<file path="config.mk">
export PLATFORM = sky130hd
export DESIGN_NAME = uart_rx
export DESIGN_NICKNAME = d
export VERILOG_FILES = /design/src/rtl/uart_rx.sv
export SDC_FILE = /design/constraint.sdc
export NUM_CORES = 1
export LEC_CHECK = 0
export CAP_MARGIN = 10
export CORE_MARGIN = 2
export CORE_UTILIZATION = 50
export DETAILED_ROUTE_END_ITERATION = 8
export DONT_BUFFER_PORTS = 1
export PLACE_DENSITY_LB_ADDON = 0.1
export SLEW_MARGIN = 5
export SYNTH_ARGS = -nofsm -noshare
export SYNTH_HDL_FRONTEND = slang
export SYNTH_SLANG_ARGS = --single-unit
</file>
<file path="constraint.sdc">
create_clock -name clk -period 4.65 [get_ports clk]
set_clock_uncertainty 0.15 [all_clocks]
set_input_delay 0.6975 -clock clk [delete_from_list [all_inputs] [get_ports clk]]
set_output_delay 0.6975 -clock clk [all_outputs]
set_load 0.02 [all_outputs]
</file>
<file path="src/rtl/uart_rx.sv">
// 8N1 UART receiver: oversamples rx on clk_16x ticks, validates the start bit at
// mid-bit, shifts data LSB-first and reports each frame as a one-cycle pulse.
module uart_rx #(
    parameter int BAUD_TICK_COUNT = 16
) (
    input  logic       clk,
    input  logic       rst,
    input  logic       clk_16x,
    input  logic       rx,
    output logic [7:0] rx_data,
    output logic       rx_valid,
    output logic       rx_err,
    output logic       rx_busy,
    output logic [2:0] dbg_state
);

    localparam int HALF = BAUD_TICK_COUNT / 2;
    localparam int CW   = $clog2(BAUD_TICK_COUNT);

    // Counter compares use the pre-increment value, so the start sample lands
    // HALF-1 ticks after the detect tick and each later sample one bit period on.
    localparam logic [CW-1:0] START_LAST = CW'(HALF - 2);
    localparam logic [CW-1:0] BIT_LAST   = CW'(BAUD_TICK_COUNT - 1);

    typedef enum logic [2:0] {
        S_IDLE  = 3'd0,
        S_START = 3'd1,
        S_DATA  = 3'd2,
        S_STOP  = 3'd3,
        S_BREAK = 3'd4
    } state_t;

    state_t        state_q, state_d;
    logic [CW-1:0] tick_cnt_q, tick_cnt_d;
    logic [2:0]    bit_idx_q, bit_idx_d;
    logic [7:0]    shift_q, shift_d;
    logic [7:0]    data_d;
    logic          valid_d, err_d;
    logic          rx_s1, rx_s2;
    logic          clk16_d;
    logic          tick;

    always_ff @(posedge clk or posedge rst) begin
        if (rst) begin
            rx_s1   <= 1'b1;
            rx_s2   <= 1'b1;
            clk16_d <= 1'b0;
        end else begin
            rx_s1   <= rx;
            rx_s2   <= rx_s1;
            clk16_d <= clk_16x;
        end
    end

    assign tick = clk_16x & ~clk16_d;

    always_ff @(posedge clk or posedge rst) begin
        if (rst) begin
            state_q    <= S_IDLE;
            tick_cnt_q <= '0;
            bit_idx_q  <= '0;
            shift_q    <= '0;
            rx_data    <= '0;
            rx_valid   <= 1'b0;
            rx_err     <= 1'b0;
        end else begin
            state_q    <= state_d;
            tick_cnt_q <= tick_cnt_d;
            bit_idx_q  <= bit_idx_d;
            shift_q    <= shift_d;
            rx_data    <= data_d;
            rx_valid   <= valid_d;
            rx_err     <= err_d;
        end
    end

    always_comb begin
        state_d    = state_q;
        tick_cnt_d = tick_cnt_q;
        bit_idx_d  = bit_idx_q;
        shift_d    = shift_q;
        data_d     = rx_data;
        valid_d    = 1'b0;
        err_d      = 1'b0;
        if (tick) begin
            case (state_q)
                S_IDLE: begin
                    if (!rx_s2) begin
                        state_d    = S_START;
                        tick_cnt_d = '0;
                    end
                end
                S_START: begin
                    if (tick_cnt_q == START_LAST) begin
                        if (rx_s2) begin
                            state_d = S_IDLE;
                        end else begin
                            state_d    = S_DATA;
                            tick_cnt_d = '0;
                            bit_idx_d  = '0;
                        end
                    end else begin
                        tick_cnt_d = tick_cnt_q + 1'b1;
                    end
                end
                S_DATA: begin
                    if (tick_cnt_q == BIT_LAST) begin
                        shift_d    = {rx_s2, shift_q[7:1]};
                        tick_cnt_d = '0;
                        if (bit_idx_q == 3'd7) begin
                            state_d = S_STOP;
                        end else begin
                            bit_idx_d = bit_idx_q + 3'd1;
                        end
                    end else begin
                        tick_cnt_d = tick_cnt_q + 1'b1;
                    end
                end
                S_STOP: begin
                    if (tick_cnt_q == BIT_LAST) begin
                        tick_cnt_d = '0;
                        if (rx_s2) begin
                            data_d  = shift_q;
                            valid_d = 1'b1;
                            state_d = S_IDLE;
                        end else begin
                            err_d   = 1'b1;
                            state_d = S_BREAK;
                        end
                    end else begin
                        tick_cnt_d = tick_cnt_q + 1'b1;
                    end
                end
                S_BREAK: begin
                    // A held-low line must return high before a new start is armed.
                    if (rx_s2) begin
                        state_d = S_IDLE;
                    end
                end
                default: begin
                    state_d = S_IDLE;
                end
            endcase
        end
    end

    assign rx_busy   = (state_q != S_IDLE);
    assign dbg_state = state_q;

endmodule

</file>
Word-level counts from Yosys, hierarchy flattened
Cells that the tools add are included.
{"block": "totals", "ff_bits": 31, "input_bits": 4, "out_inout_bits": 14, "word_cells": 65}
{"block": "classes", "add_sub_neg": 2, "eq_ne": 15, "mux": 26, "bitwise": 2, "n_reduce_logical": 10}
{"op": "3-bit two-way mux", "count": 11}
{"op": "2-bit != test, second input constant", "count": 8}
{"op": "3-bit case mux with 5 select lines", "count": 1}
{"op": "4-bit two-way mux", "count": 3}
{"op": "4-bit case mux with 3 select lines", "count": 1}
{"op": "1-bit two-way mux", "count": 8}
{"op": "7-bit AND reduction", "count": 1}
{"op": "3-bit by 2-bit == test with 1-bit output, second input constant", "count": 2}
{"op": "3-bit == test, second input constant", "count": 2}
{"op": "3-bit case mux with 2 select lines", "count": 1}
{"op": "6-bit AND reduction", "count": 1}
{"op": "3-bit nonzero test", "count": 2}
{"op": "4-bit by 1-bit adder with 4-bit output, second input constant", "count": 1}
{"op": "4-bit by 3-bit == test with 1-bit output, second input constant", "count": 1}
{"op": "4-bit == test, second input constant", "count": 1}
{"op": "4-bit AND reduction", "count": 1}
{"op": "3-bit by 1-bit adder with 3-bit output, second input constant", "count": 1}
{"op": "3-bit by 1-bit == test with 1-bit output, second input constant", "count": 1}
{"op": "3-bit zero test", "count": 1}
{"op": "3-bit AND reduction", "count": 1}
{"op": "2-bit two-way mux", "count": 1}
{"op": "2-bit AND reduction", "count": 1}
{"op": "2-bit nonzero test", "count": 1}
{"op": "2-bit OR reduction", "count": 1}
{"op": "2 further kinds", "count": 2}

Logic depth before layout (Yosys ltp)
Gate-level depths: netlist of run 1.
{"block": "logic_depth", "word_depth": 4, "depth_mapped": 6, "mapped_depth_nobuf": 6}

Least setup slack after synthesis of run 1
No wires, ideal clock.
{"block": "synth_timing", "path_type": "input -> register", "startpoint": "input port clk_16x", "endpoint": "register bit_idx_q[0]", "setup_time_ns": 0.125, "t_arrival_ns": 1.886, "required_ns": 4.375, "setup_slack_ns": 2.489, "stages": 5, "n_path_buf": 1, "path_cell_list": "or3b_4 > buf_6 > a31o_4 > nor3_4 > mux2_4"}
{"block": "synth_between", "elab_chain_len": 2}
{"item": "start: declaration", "line": "8", "text": "input logic clk_16x,"}
{"item": "1-bit bitwise AND", "line": "55", "text": "assign tick = clk_16x & ~clk16_d;"}
{"item": "6-bit AND reduction (no source line)"}
{"item": "end signal: assignment", "line": "69", "text": "bit_idx_q <= bit_idx_d;"}
{"item": "end: declaration", "line": "35", "text": "logic [2:0] bit_idx_q, bit_idx_d;"}
Every way passes these cells.
A chain may end at the register's enable or synchronous reset.

Final worst setup path of run 1
{"block": "layout_timing", "startpoint": "register state_q[0], in the netlist dbg_state[0]", "endpoint": "output port rx_busy"}
{"block": "layout_between", "elab_chain_len": 1}
{"item": "start: declaration", "line": "33", "text": "state_t state_q, state_d;"}
{"item": "start signal: assignment", "line": "67", "text": "state_q <= state_d;"}
{"item": "3-bit nonzero test", "line": "147", "text": "assign rx_busy = (state_q != S_IDLE);"}
{"item": "end: declaration", "line": "13", "text": "output logic rx_busy,"}
Every way passes these cells.

==> run metrics, run 1 <==
share of the clock period used by the worst path=0.538; maximum operating frequency=399 MHz; result of the run=finished clean; total power density per cell area=542 mW/mm^2; internal power of the cells=0.000529 W; Final Net Count=128; finished layout cell area=0.00155 sq mm; chain of cells forming the critical path=nor2_1 -> nand2_1; unrepaired setup endpoints after global routing=false; maximum number of pins on one net before global-route repair=32; drt via density=5.97; relative contribution of sequential cells to total power=0.465; final-report hold violation count=0; post-layout min period=2.50 ns; post-CTS repair timing setup buffer count=0; Routed Antenna Nets=0; maximum clock insertion buffer count=2; number of top-level pins=18; height of the chip=57.9 um; initial core utilization=0.527; # diodes=0; most frequent cells in the layout=sky130_fd_sc_hd__dfrtp_1, sky130_fd_sc_hd__mux2_2, sky130_fd_sc_hd__nor2_1; TritonCTS buffer count=5; share of cells above drive strength 1=0.273; area of the placeable core=0.00276 sq mm; Crit. End Element=primary output; highest-delay cell along the critical path=sky130_fd_sc_hd__dfrtp_1; die area=0.00335 sq mm; hold-fix buffers at CTS=0; Total Routing Usage GR=0.165; Max Cap Viol=0; Iteration-0 DRC Markers=24; instance area after placement=0.00146 sq mm; final setup violation count=0; mean post-synth cell area=12.3 sq um; number of synthesis warnings=0; clock slew at reported path FFs=0.09 ns; post-synthesis instance area=0.00145 sq mm; number of cells upsized or downsized after cts=0; number of nets in the synthesized netlist=126; WS Path Type=reg2out; transition time of the tightest slew-check pin=0.576 ns; layout-stage area growth over the synthesis result=6.37%; overall overflow remaining after global route=0; number of library cell types mapped by synthesis=36; clock tree root driver cell=sky130_fd_sc_hd__clkbuf_4; vias in the first global route=878; HPWL after DPL=1660 um; flops & latches, synth=31; fin. max-slew vios=0; H-tree depth reported by CTS=2; count of buffers inserted at the top-level ports=0; Post-Route Utilization=0.560; number of placement rows=19; Combinational Power Share=0.274; CP Max Fanout=15; DRC=0; switching power share of the total=0.368; Avg WL per Cell=15.4 um; peak ir drop on the vdd network=0.320 mV; Cells after Synth=118; vias post-DR=907; Sink Count=31; Required @ worst endpoint=3.80 ns; Critical Path Source Type=register; CTS tree=yes; global-route wire length before repair=4080 um; critical path's largest stage delay=0.61 ns; summed negative setup slack over all endpoints=0 ns; Total Routed Length=2350 um; Pre-antenna DRT Iters=5; number of antenna violations at the first check in global routing=0; GPL Wtd Cong=0.770; fraction of the yosys area taken by sequential cells=0.536; worst-skew pair later-pin latency=0.33 ns; leakage component of the power=0.742 nW; Worst Hold Class=in2async; fraction of power consumed by the clock network=0.261; most common cell after layout, fill and taps aside=sky130_fd_sc_hd__dfrtp_1; slew margin rel.=0.616; P_sw=0.000309 W; data arrival time at the worst-slack endpoint=1.66 ns; horizontal die dimension=57.9 um
routing by layer:
layer  vias to the layer above  wire (um)  track usage
met2                        25        985        0.227
li1                        434          -            -
met4                         0         43       0.0598
met5                         -          0            0
met3                         7        173       0.0915
met1                       441       1140        0.220
sequential cells by signal (all words and copies together), names as in the netlist:
signal and count:
rx_data 8, shift_q 8, tick_cnt_q 4, bit_idx_q 3
dbg_state 3, clk16_d 1, rx_err 1, rx_s1 1
rx_s2 1, rx_valid 1
cells in the mapped netlist:
library cell	number	share of area
sky130_fd_sc_hd__a21oi_1	3	0.010
sky130_fd_sc_hd__a22oi_1	1	0.0052
sky130_fd_sc_hd__a31o_4	1	0.012
sky130_fd_sc_hd__a31oi_1	2	0.0086
sky130_fd_sc_hd__a32o_1	1	0.0069
sky130_fd_sc_hd__a32oi_1	1	0.0060
sky130_fd_sc_hd__and2_1	1	0.0043
sky130_fd_sc_hd__and2b_1	1	0.0052
sky130_fd_sc_hd__and3_1	4	0.017
sky130_fd_sc_hd__and4_1	1	0.0060
sky130_fd_sc_hd__and4b_1	1	0.0069
sky130_fd_sc_hd__buf_2	2	0.0069
sky130_fd_sc_hd__buf_6	2	0.016
sky130_fd_sc_hd__clkbuf_1	2	0.0052
sky130_fd_sc_hd__dfrtp_1	29	0.50
sky130_fd_sc_hd__dfstp_2	2	0.036
sky130_fd_sc_hd__ha_1	4	0.034
sky130_fd_sc_hd__inv_1	5	0.013
sky130_fd_sc_hd__mux2_2	16	0.12
sky130_fd_sc_hd__mux2_4	3	0.031
sky130_fd_sc_hd__nand2_1	5	0.013
sky130_fd_sc_hd__nand2b_1	1	0.0043
sky130_fd_sc_hd__nand3_1	2	0.0069
sky130_fd_sc_hd__nand3b_1	2	0.010
sky130_fd_sc_hd__nor2_1	8	0.021
sky130_fd_sc_hd__nor3_1	1	0.0034
sky130_fd_sc_hd__nor3_4	1	0.011
sky130_fd_sc_hd__nor3b_1	1	0.0052
sky130_fd_sc_hd__nor4_1	1	0.0043
sky130_fd_sc_hd__o2111ai_1	1	0.0060
sky130_fd_sc_hd__o211ai_1	1	0.0052
sky130_fd_sc_hd__o21ai_0	5	0.017
sky130_fd_sc_hd__o22ai_1	2	0.0086
sky130_fd_sc_hd__o311ai_0	1	0.0060
sky130_fd_sc_hd__o31ai_1	3	0.016
sky130_fd_sc_hd__or3b_4	1	0.0078
final timing paths:
path	from	endpoint	slack (ns)	cells past startpoint
max	dbg_state[0]	rx_busy	2.15	2
min	rst	dbg_state[0]	0.16	2
max reg2reg	tick_cnt_q[1]	rx_data[2]	2.46	5
min reg2reg	rx_s1	rx_s2	0.21	0
max in group asynchronous	rst	rx_s1	3.88	2
min in group clk	rx	rx_s1	0.20	0
cells by family (layout without fill, tap and decap cells):
| kind of cell | after synthesis | after routing | share of synthesized area |
|---|---|---|---|
| AND/OR/NAND/NOR | 31 | 31 | 0.127 |
| AO/OA/AOI/OAI | 22 | 22 | 0.108 |
| flip-flops | 31 | 31 | 0.536 |
| adder cells (fa/ha/maj) | 4 | 4 | 0.0345 |
| buffers and inverters | 11 | 14 | 0.0405 |
| multiplexers | 19 | 19 | 0.155 |
per-stage QoR:
stage	power, W	hold slack, ns	instances	setup WS (ns)
after floorplan	0.000583	0.195	118	2.49
after CTS	0.000847	0.166	152	2.13
after detailed placement	0.000625	0.199	144	2.45
after global routing	0.000899	0.159	152	2.01
after global placement	0.000620	0.197	144	2.46
final	0.000838	0.162	152	2.15
critical path, delay by kind of cell, from the launching register on:
| family | cells | cell delay (ns) |
|---|---|---|
| flops | 1 | 0.61 |
| simple gates | 2 | 0.71 |
power by group through the flow:
| stage | combinational (W) | clock, W | sequential, W |
|---|---|---|---|
| 6_report | 0.000229 | 0.000219 | 0.000390 |
| 5_1_grt | 0.000256 | 0.000240 | 0.000402 |
| 4_1_cts | 0.000230 | 0.000227 | 0.000390 |
| 3_5_place_dp | 0.000230 | 0 | 0.000395 |
| 3_3_place_gp | 0.000225 | 0 | 0.000395 |
| 2_1_floorplan | 0.000223 | 0 | 0.000360 |
cell type report:
type | instances | area [sq um]
clock inverters | 2 | 35.0
inverters | 5 | 18.8
multi-input cells | 76 | 616
fillers | 249 | 1210
well taps | 31 | 38.8
flip-flops and latches | 31 | 778
clock buffers | 6 | 51.3
repair buffers | 1 | 7.51
(Power assumes the default switching activity.)
==> inputs of run 2 (changes only) <==
==> constraint.sdc (replaced) <==
create_clock -name clk -period 2.5 [get_ports clk]
set_clock_uncertainty 0.15 [all_clocks]
set_input_delay 0.375 -clock clk [delete_from_list [all_inputs] [get_ports clk]]
set_output_delay 0.375 -clock clk [all_outputs]
set_load 0.02 [all_outputs]
==> run 2 against run 1 <==
Via count is 0.77% higher. Flip-flop and latch count is the same. Clock power up 67%. Register-to-register slack got worse by 2.2 ns. Utilization is 1.1 points higher. Count of clock-buffer cells in the layout is the same. Largest power group unchanged. Global-route usage grew 0.76 points. Worst setup slack got worse by 1.9 ns. Non-clock buffer count up 5. Critical endpoint is now rx_data[0]. First-iteration DRC count is 79% higher.
==> run metrics, run 2 (synthesized netlist as in run 1, its figures left out) <==
switching power share of the total=0.373; Routed Antenna Nets=0; count of buffers inserted at the top-level ports=0; Total Routed Length=2500 um; share of cells above drive strength 1=0.264; horizontal die dimension=57.9 um; Combinational Power Share=0.337; worst-skew pair later-pin latency=0.32 ns; post-CTS repair timing setup buffer count=0; final-report hold violation count=0; post-layout min period=2.22 ns; number of top-level pins=18; result of the run=finished clean; data arrival time at the worst-slack endpoint=2.27 ns; clock slew at reported path FFs=0.10 ns; clock tree root driver cell=sky130_fd_sc_hd__clkbuf_4; drt via density=5.86; number of cells on the worst hold path=0; peak ir drop on the vdd network=0.581 mV; Top Registers=rx_data x8, shift_q x8, tick_cnt_q x4; endpoint of the worst-slack reg-to-reg timing path=rx_data[0]; count of filler cells inserted in the layout=231; Multi-input gate area=616 sq um; Max Cap Viol=0; area of the placeable core=0.00276 sq mm; Required @ worst endpoint=2.55 ns; finished layout cell area=0.00158 sq mm; number of placement rows=19; height of the chip=57.9 um; global-route wire length before repair=4330 um; fraction of power consumed by the clock network=0.235; unrepaired setup endpoints after global routing=false; vias in the first global route=922; GPL Wtd Cong=0.786; Iteration-0 DRC Markers=43; maximum clock insertion buffer count=2; Final Net Count=133; Critical Path Source Type=register; Total Routing Usage GR=0.173; maximum operating frequency=450 MHz; maximum number of pins on one net before global-route repair=23; P_sw=0.000582 W; number of antenna violations at the first check in global routing=0; area taken by flip-flops and latches=778 sq um; HPWL after DPL=1740 um; # diodes=0; leakage component of the power=0.755 nW; summed negative setup slack over all endpoints=0 ns; hold path startpoint=rx_s1; Avg WL per Cell=16.0 um; Crit. End Element=register; share of the clock period used by the worst path=0.888; WS Path Type=reg2reg; relative contribution of sequential cells to total power=0.428; internal reg-to-reg setup slack=0.28 ns; overall overflow remaining after global route=0; fin. max-slew vios=0; die area=0.00335 sq mm; most common cell after layout, fill and taps aside=sky130_fd_sc_hd__dfrtp_1; transition time of the tightest slew-check pin=0.499 ns; CP Max Fanout=9; initial core utilization=0.527; slew margin rel.=0.667; vias post-DR=914; launch instance of the worst register-to-register path=tick_cnt_q[1]; layout-stage area growth over the synthesis result=8.44%; total power density per cell area=990 mW/mm^2; CTS tree=yes; final setup violation count=0; DRC=0; Sink Count=31; H-tree depth reported by CTS=2; Worst Hold Class=reg2reg; most frequent cells in the layout=sky130_fd_sc_hd__dfrtp_1, sky130_fd_sc_hd__mux2_2, sky130_fd_sc_hd__nor2_1; instance area after placement=0.00147 sq mm; TritonCTS buffer count=5; Pre-antenna DRT Iters=4; internal power of the cells=0.000977 W; Hold Path Sink=rx_s2; FF-to-FF path depth=5
run 2: power groups by stage:
stage | logic, W | registers, W | clock network [W]
3_3_place_gp | 0.000507 | 0.000673 | 0
6_report | 0.000526 | 0.000667 | 0.000366
4_1_cts | 0.000527 | 0.000665 | 0.000378
2_1_floorplan | 0.000414 | 0.000670 | 0
3_5_place_dp | 0.000520 | 0.000675 | 0
5_1_grt | 0.000593 | 0.000679 | 0.000400
run 2: routing by layer:
metal,part of all wire,track usage,vias to the layer above
met5,0,0,-
met4,0.016,0.0897,0
met3,0.059,0.0647,6
met2,0.44,0.226,22
met1,0.49,0.250,440
li1,-,-,446
run 2: worst max-delay path by stage:
| stage | startpoint | to | depth (start not counted) |
|---|---|---|---|
| 2_1_floorplan | dbg_state[2] | bit_idx_q[0] | 6 |
| 3_3_place_gp | dbg_state[2] | shift_q[7] | 3 |
| 3_5_place_dp | tick_cnt_q[1] | rx_data[6] | 5 |
| 4_1_cts | tick_cnt_q[1] | rx_data[0] | 5 |
| 5_1_grt | tick_cnt_q[1] | rx_data[1] | 5 |
| 6_report | tick_cnt_q[1] | rx_data[0] | 5 |
run 2: area by class of cell:
| cell class | instances | area share |
|---|---|---|
| Sequential cell | 31 | 0.494 |
| Multi-Input combinational cell | 76 | 0.391 |
| Timing Repair Buffer | 6 | 0.0334 |
| Clock buffer | 6 | 0.0262 |
| Tap cell | 31 | 0.0246 |
| Clock inverter | 1 | 0.0191 |
| Inverter | 5 | 0.0119 |
run 2: worst max-delay path, cell delays in order, from the launching register on:
cell and delay [ns]:
sky130_fd_sc_hd__dfrtp_1 0.42, sky130_fd_sc_hd__ha_1 0.24, sky130_fd_sc_hd__nand3_1 0.18, sky130_fd_sc_hd__nor2_1 0.24, sky130_fd_sc_hd__and4_1 0.49, sky130_fd_sc_hd__mux2_2 0.39
run 2: timing repair:
item,4_1_cts,5_1_grt
endpoints found under the hold margin,10,0
resized for setup,0,0
hold buffers,3,0
run 2: stage by stage:
| step | instances | utilization | total power (W) | setup slack [ns] | hold WS, ns |
|---|---|---|---|---|---|
| after floorplan | 118 | - | 0.00108 | 0.406 | 0.195 |
| after global placement | 146 | 0.534 | 0.00118 | 0.345 | 0.113 |
| after detailed placement | 146 | 0.534 | 0.00120 | 0.306 | 0.117 |
| after CTS | 156 | 0.571 | 0.00157 | 0.282 | 0.199 |
| after global routing | 156 | 0.571 | 0.00167 | 0.112 | 0.214 |
| final | 156 | 0.571 | 0.00156 | 0.279 | 0.212 |
